<file path="src/rtl/id_stage.sv">
// id_stage: instruction-decode stage of the pipelined RISC-V core.
//
// Holds the register file, the write-back source mux, the immediate generator,
// operand forwarding (EX > MEM > WB > register file) and load-use hazard
// detection. It also owns the ID/EX pipeline register, which supports hold,
// flush and bubble insertion.
//
// Ports:
//   clk_i, reset_i          clock, asynchronous active-high reset
//   id_valid_i, inst_i      IF/ID contents
//   pc_i                    PC of inst_i
//   imm_sel_i               immediate format (0 I, 1 S, 2 B, 3 U, 4 J, else 0)
//   uses_rs1_i, uses_rs2_i  operand usage, for hazard detection only
//   wb_*                    write-back port and source candidates
//   ex_we_i .. ex_result_i  EX-stage forwarding and load information
//   mem_we_i .. mem_result_i MEM-stage forwarding information
//   hold_i, flush_i         downstream stall, redirect kill
//   id_stall_o              IF/ID must hold
//   wd_o                    selected write-back data
//   ex_*_o                  registered ID/EX fields
//   dbg_reg_o               raw register-file read of DBG_REG
module id_stage #(
  parameter int XLEN    = 32,
  parameter int NREG    = 32,
  parameter int DBG_REG = 19,
  localparam int AW     = $clog2(NREG)
) (
  input  logic            clk_i,
  input  logic            reset_i,
  input  logic            id_valid_i,
  input  logic [31:0]     inst_i,
  input  logic [XLEN-1:0] pc_i,
  input  logic [2:0]      imm_sel_i,
  input  logic            uses_rs1_i,
  input  logic            uses_rs2_i,
  input  logic            wb_we_i,
  input  logic [AW-1:0]   wb_rd_i,
  input  logic [1:0]      wb_sel_i,
  input  logic [XLEN-1:0] wb_pc_i,
  input  logic [XLEN-1:0] wb_alu_i,
  input  logic [XLEN-1:0] wb_mem_i,
  input  logic            ex_we_i,
  input  logic            ex_is_load_i,
  input  logic [AW-1:0]   ex_rd_i,
  input  logic [XLEN-1:0] ex_result_i,
  input  logic            mem_we_i,
  input  logic [AW-1:0]   mem_rd_i,
  input  logic [XLEN-1:0] mem_result_i,
  input  logic            hold_i,
  input  logic            flush_i,
  output logic            id_stall_o,
  output logic [XLEN-1:0] wd_o,
  output logic            ex_valid_o,
  output logic [XLEN-1:0] ex_pc_o,
  output logic [XLEN-1:0] ex_rs1_o,
  output logic [XLEN-1:0] ex_rs2_o,
  output logic [XLEN-1:0] ex_imm_o,
  output logic [AW-1:0]   ex_rd_o,
  output logic [XLEN-1:0] dbg_reg_o
);

  localparam logic [AW-1:0] DBG_IDX = AW'(DBG_REG % NREG);

  logic [XLEN-1:0] rf_q [NREG];

  logic [AW-1:0]   rs1, rs2, rd;
  logic [XLEN-1:0] wd;
  logic [XLEN-1:0] rs1_val, rs2_val;
  logic [31:0]     imm32;
  logic [XLEN-1:0] imm_val;
  logic            load_use;

  logic            ex_valid_q;
  logic [XLEN-1:0] ex_pc_q, ex_rs1_q, ex_rs2_q, ex_imm_q;
  logic [AW-1:0]   ex_rd_q;

  // Opcode bits are decoded elsewhere; only the register and immediate fields matter here.
  logic unused_opcode;
  assign unused_opcode = ^inst_i[6:0];

  assign rs1 = inst_i[15 +: AW];
  assign rs2 = inst_i[20 +: AW];
  assign rd  = inst_i[7 +: AW];

  always_comb begin
    wd = '0;
    case (wb_sel_i)
      2'd0:    wd = wb_pc_i;
      2'd1:    wd = wb_alu_i;
      2'd2:    wd = wb_mem_i;
      default: wd = '0;
    endcase
  end

  assign wd_o = wd;

  // Loads in EX have no data yet, so they are skipped here and caught as load-use instead.
  function automatic logic [XLEN-1:0] resolve(input logic [AW-1:0] rs);
    if (rs == '0) begin
      return '0;
    end else if (ex_we_i && !ex_is_load_i && ex_rd_i == rs) begin
      return ex_result_i;
    end else if (mem_we_i && mem_rd_i == rs) begin
      return mem_result_i;
    end else if (wb_we_i && wb_rd_i == rs) begin
      return wd;
    end else begin
      return rf_q[rs];
    end
  endfunction

  always_comb begin
    rs1_val = resolve(rs1);
    rs2_val = resolve(rs2);
  end

  always_comb begin
    imm32 = '0;
    case (imm_sel_i)
      3'd0:    imm32 = {{20{inst_i[31]}}, inst_i[31:20]};
      3'd1:    imm32 = {{20{inst_i[31]}}, inst_i[31:25], inst_i[11:7]};
      3'd2:    imm32 = {{19{inst_i[31]}}, inst_i[31], inst_i[7], inst_i[30:25],
                        inst_i[11:8], 1'b0};
      3'd3:    imm32 = {inst_i[31:12], 12'h000};
      3'd4:    imm32 = {{11{inst_i[31]}}, inst_i[31], inst_i[19:12], inst_i[20],
                        inst_i[30:21], 1'b0};
      default: imm32 = '0;
    endcase
  end

  // Every format, U included, is sign-extended from bit 31 for XLEN=64.
  assign imm_val = XLEN'($signed(imm32));

  assign load_use = id_valid_i && ex_we_i && ex_is_load_i && (ex_rd_i != '0) &&
                    ((uses_rs1_i && rs1 == ex_rd_i) || (uses_rs2_i && rs2 == ex_rd_i));

  assign id_stall_o = load_use | hold_i;

  always_ff @(posedge clk_i or posedge reset_i) begin
    if (reset_i) begin
      for (int i = 0; i < NREG; i++) begin
        rf_q[i] <= '0;
      end
    end else if (wb_we_i && wb_rd_i != '0) begin
      rf_q[wb_rd_i] <= wd;
    end
  end

  assign dbg_reg_o = rf_q[DBG_IDX];

  always_ff @(posedge clk_i or posedge reset_i) begin
    if (reset_i) begin
      ex_valid_q <= 1'b0;
      ex_pc_q    <= '0;
      ex_rs1_q   <= '0;
      ex_rs2_q   <= '0;
      ex_imm_q   <= '0;
      ex_rd_q    <= '0;
    end else if (flush_i) begin
      ex_valid_q <= 1'b0;
    end else if (hold_i) begin
      ex_valid_q <= ex_valid_q;
    end else if (load_use) begin
      ex_valid_q <= 1'b0;
    end else begin
      ex_valid_q <= id_valid_i;
      ex_pc_q    <= pc_i;
      ex_rs1_q   <= rs1_val;
      ex_rs2_q   <= rs2_val;
      ex_imm_q   <= imm_val;
      ex_rd_q    <= rd;
    end
  end

  assign ex_valid_o = ex_valid_q;
  assign ex_pc_o    = ex_pc_q;
  assign ex_rs1_o   = ex_rs1_q;
  assign ex_rs2_o   = ex_rs2_q;
  assign ex_imm_o   = ex_imm_q;
  assign ex_rd_o    = ex_rd_q;

endmodule

</file>
<file path="config.mk">
export PLATFORM = sky130hd
export DESIGN_NAME = id_stage
export DESIGN_NICKNAME = d
export VERILOG_FILES = /design/src/rtl/id_stage.sv
export SDC_FILE = /design/constraint.sdc
export NUM_CORES = 2
export LEC_CHECK = 0
export CORE_MARGIN = 1
export CORE_UTILIZATION = 60
export CTS_CLUSTER_SIZE = 24
export DETAILED_ROUTE_END_ITERATION = 8
export MAX_ROUTING_LAYER = met4
export PLACE_DENSITY = 0.8
export SLEW_MARGIN = 25
export SYNTH_ARGS = -nofsm -noshare
export SYNTH_HDL_FRONTEND = slang
export SYNTH_SLANG_ARGS = --single-unit
</file>
<file path="constraint.sdc">
create_clock -name clk_i -period 53.8 [get_ports clk_i]
set_clock_uncertainty 0.2 [all_clocks]
set_input_delay 10.76 -clock clk_i [delete_from_list [all_inputs] [get_ports clk_i]]
set_output_delay 10.76 -clock clk_i [all_outputs]
set_load 0.05 [all_outputs]
</file>
==> metrics.txt <==
outcome finished with violations; violated checks design-rule violations; clock root cell clkbuf_16; fmax 0.03983 GHz; layout cell share with drive strength beyond 1 18.07%; antenna-violating nets left 0; Net Sw Frac 32.37%; Congestion Overflow GR 0; Clk pwr share 31.4%; Critical Path AT 14.15 ns; Reg power frac 43.0%; RSZ-0062 raised after global routing no; Worst-Skew Late Latency 0.72 ns; Synth Register Bits 1158; largest net degree at the start of global routing 158; WL final 217500 µm; Final #Nets 5901; final setup TNS 0 ns; EDFF count, synth 0; clock sinks 1158; # port buffers 446; CTS tree done; final hold vios 0; die area 103500 µm²; crit path time final 25.11 ns; Layout area overhead 14.59%; post-route DRC violation count 3; Avg Cell Area, Syn 10.95 µm²; Core ar. 100700 µm²; worst slack at placement 28.79 ns; Post-synth top flop dfrtp_1; Combinational Power Share 25.6%; FILL cells 6951; Setup WS post-layout 28.69 ns; Tightest Pin Transition 1.215 ns; num ports 454; Initial Util 60.87%; Sw Pwr 895.0 µW; hpwl dp 130000 µm; Clock transition at path regs 0.06 ns; chip width 321.7 µm; peak supply drop 33.08 µV; Seq/Total Area, Yosys 47.26%; Avg Vias per Cell 7.232; site row count 116; Setup Fix Bufs, Post-CTS 0; max-cap check violation count 0; Synth async-reset ratio 100.0%; DR iter-0 viols 7943; Post-Syn Area 61310 µm²; peak fanout along the critical path 33; Power Dens Cells 39.35 nW/µm²; critical path class primary input to output pin; Ys Warns 0; cts hold-fix bufs 0; vias in the first global route 52237; Slew headroom 19.01%; CTS-repair resized insts 0; crit path launch type primary input; Die Span Y 321.7 µm; CTS Buf Count 114; Worst Hold Class register to register; initial antenna violation count 23; RD Place Congestion 0.9461; synthesized net count 5856; commonest cells after routing, fill and taps aside dfrtp_1, nand2_1, o21ai_0; CTS max path bufs 3; CTS H-Tree Depth 3; fin. max-slew vios 0; All-Layer GR Usage 43.73%; commonest non-fill, non-tap cell in the layout dfrtp_1; Crit. End Element output pin; Unique masters post-synth 63; First-pass DRT Iterations 9; global-route wire length before repair 322900 µm; Synth Instances 5601; Worst EP required 42.84 ns; final period utilization 46.67%; P_leak 0.02952 µW; setup violators final 0; Cell Int Power 1870 µW; vias 51520; WL per Instance 30.53 µm
state kept, by name (all words and copies together) (netlist names):
name        count
dbg_reg_o      32
rf_q          992
ex_rs1_o       32
ex_rs2_o       32
ex_pc_o        32
ex_imm_o       32
ex_rd_o         5
ex_valid_o      1
metal layers:
metal | vias to the layer above | wire length, µm | track usage (%)
met5 | - | 0 | -
met4 | 0 | 16900 | 29.06
met3 | 1140 | 34350 | 18.00
met2 | 4448 | 95120 | 62.03
met1 | 25441 | 71110 | 51.08
li1 | 20491 | - | -
cell type report:
cell class / instances / area, µm² / share of cell area (%)
Multi-Input combinational cell: 3750 / 29800 / 42.42
Sequential cell: 1158 / 28980 / 41.24
Timing Repair Buffer: 559 / 5414 / 7.705
Clock buffer: 160 / 3371 / 4.797
Tap cell: 1357 / 1698 / 2.417
Clock inverter: 53 / 693.2 / 0.9866
Inverter: 63 / 244.0 / 0.3473
Antenna cell: 24 / 60.06 / 0.08548
critical path, stage by stage:
cell,delay (ns)
clkdlybuf4s50_1,0.47
buf_4,0.32
nor2b_4,0.53
buf_4,0.44
a21oi_2,0.10
buf_4,0.26
inv_1,0.33
clkdlybuf4s50_1,0.89
kinds of logic after synthesis:
family | Yosys count | synth area share [%]
compound gates | 1530 | 14.12
simple gates | 1385 | 9.252
flops | 1158 | 47.26
mux | 804 | 23.93
buf+inv | 693 | 4.991
xor+xnor | 31 | 0.4428
path summary, 6_finish.rpt:
check	end	slack (ns)	from	cells after the start
worst max-delay path	wd_o[30]	28.69	wb_sel_i[1]	8
worst min-delay path	rf_q[1011]$_DFFE_PP0P_	0.20	rf_q[1011]$_DFFE_PP0P_	0
worst max register to register	ex_rs1_o[16]$_DFFE_PP0P_	50.90	dbg_reg_o[16]$_DFFE_PP0P_	5
worst min register to register	rf_q[1011]$_DFFE_PP0P_	0.20	rf_q[1011]$_DFFE_PP0P_	0
max in group asynchronous	rf_q[322]$_DFFE_PP0P_	39.12	reset_i	6
min in group asynchronous	rf_q[945]$_DFFE_PP0P_	10.40	reset_i	2
stage by stage:
stage | cells | cell area, µm² | util (%) | power [µW] | hold slack (ns)
2_1_floorplan | 5601 | 61310 | - | 1649 | 0.2413
3_3_place_gp | 6885 | 66030 | 65.55 | 1839 | 0.1763
3_5_place_dp | 6885 | 66040 | 65.57 | 1877 | 0.1859
4_1_cts | 7098 | 70110 | 69.60 | 2739 | 0.1997
5_1_grt | 7122 | 70260 | 69.75 | 2854 | 0.2099
6_report | 7124 | 70260 | 69.75 | 2765 | 0.1988
cell usage after synthesis, drive strengths merged, types with 6 or more instances:
master   count  share of area (%)
nor2b       16               0.16
inv         46               0.28
o22ai       29               0.30
clkbuf     442                2.7
a32oi       17               0.24
buf        188                1.9
or4         14               0.17
nor3b        8              0.098
a21boi      17               0.21
nand2b      11               0.11
a2111oi     20               0.29
o21ai      607                5.0
nand2      621                3.8
nand4       16               0.16
a2111o       7               0.13
a211o       34               0.49
a32o        44               0.72
dfrtp     1158                 47
mux4       519                 19
clkinv      17               0.10
or2          6              0.061
nand3       25               0.20
mux2       104                1.9
nor3        37               0.33
and3        25               0.26
o31ai        6              0.073
nor2       575                3.5
a41o        17               0.28
a22oi       61               0.75
a21oi      629                5.1
nor4        10               0.10
mux2i      181                3.0
o221ai      14               0.20
xnor2       26               0.37
power groups by stage:
stage | clock network (µW) | logic, µW | registers [µW]
after floorplan | 0 | 439 | 1210
after global placement | 0 | 663 | 1180
after detailed placement | 0 | 686 | 1190
after CTS | 866 | 694 | 1180
after global routing | 900 | 750 | 1200
final | 869 | 706 | 1190
(Power assumes the default switching activity.)
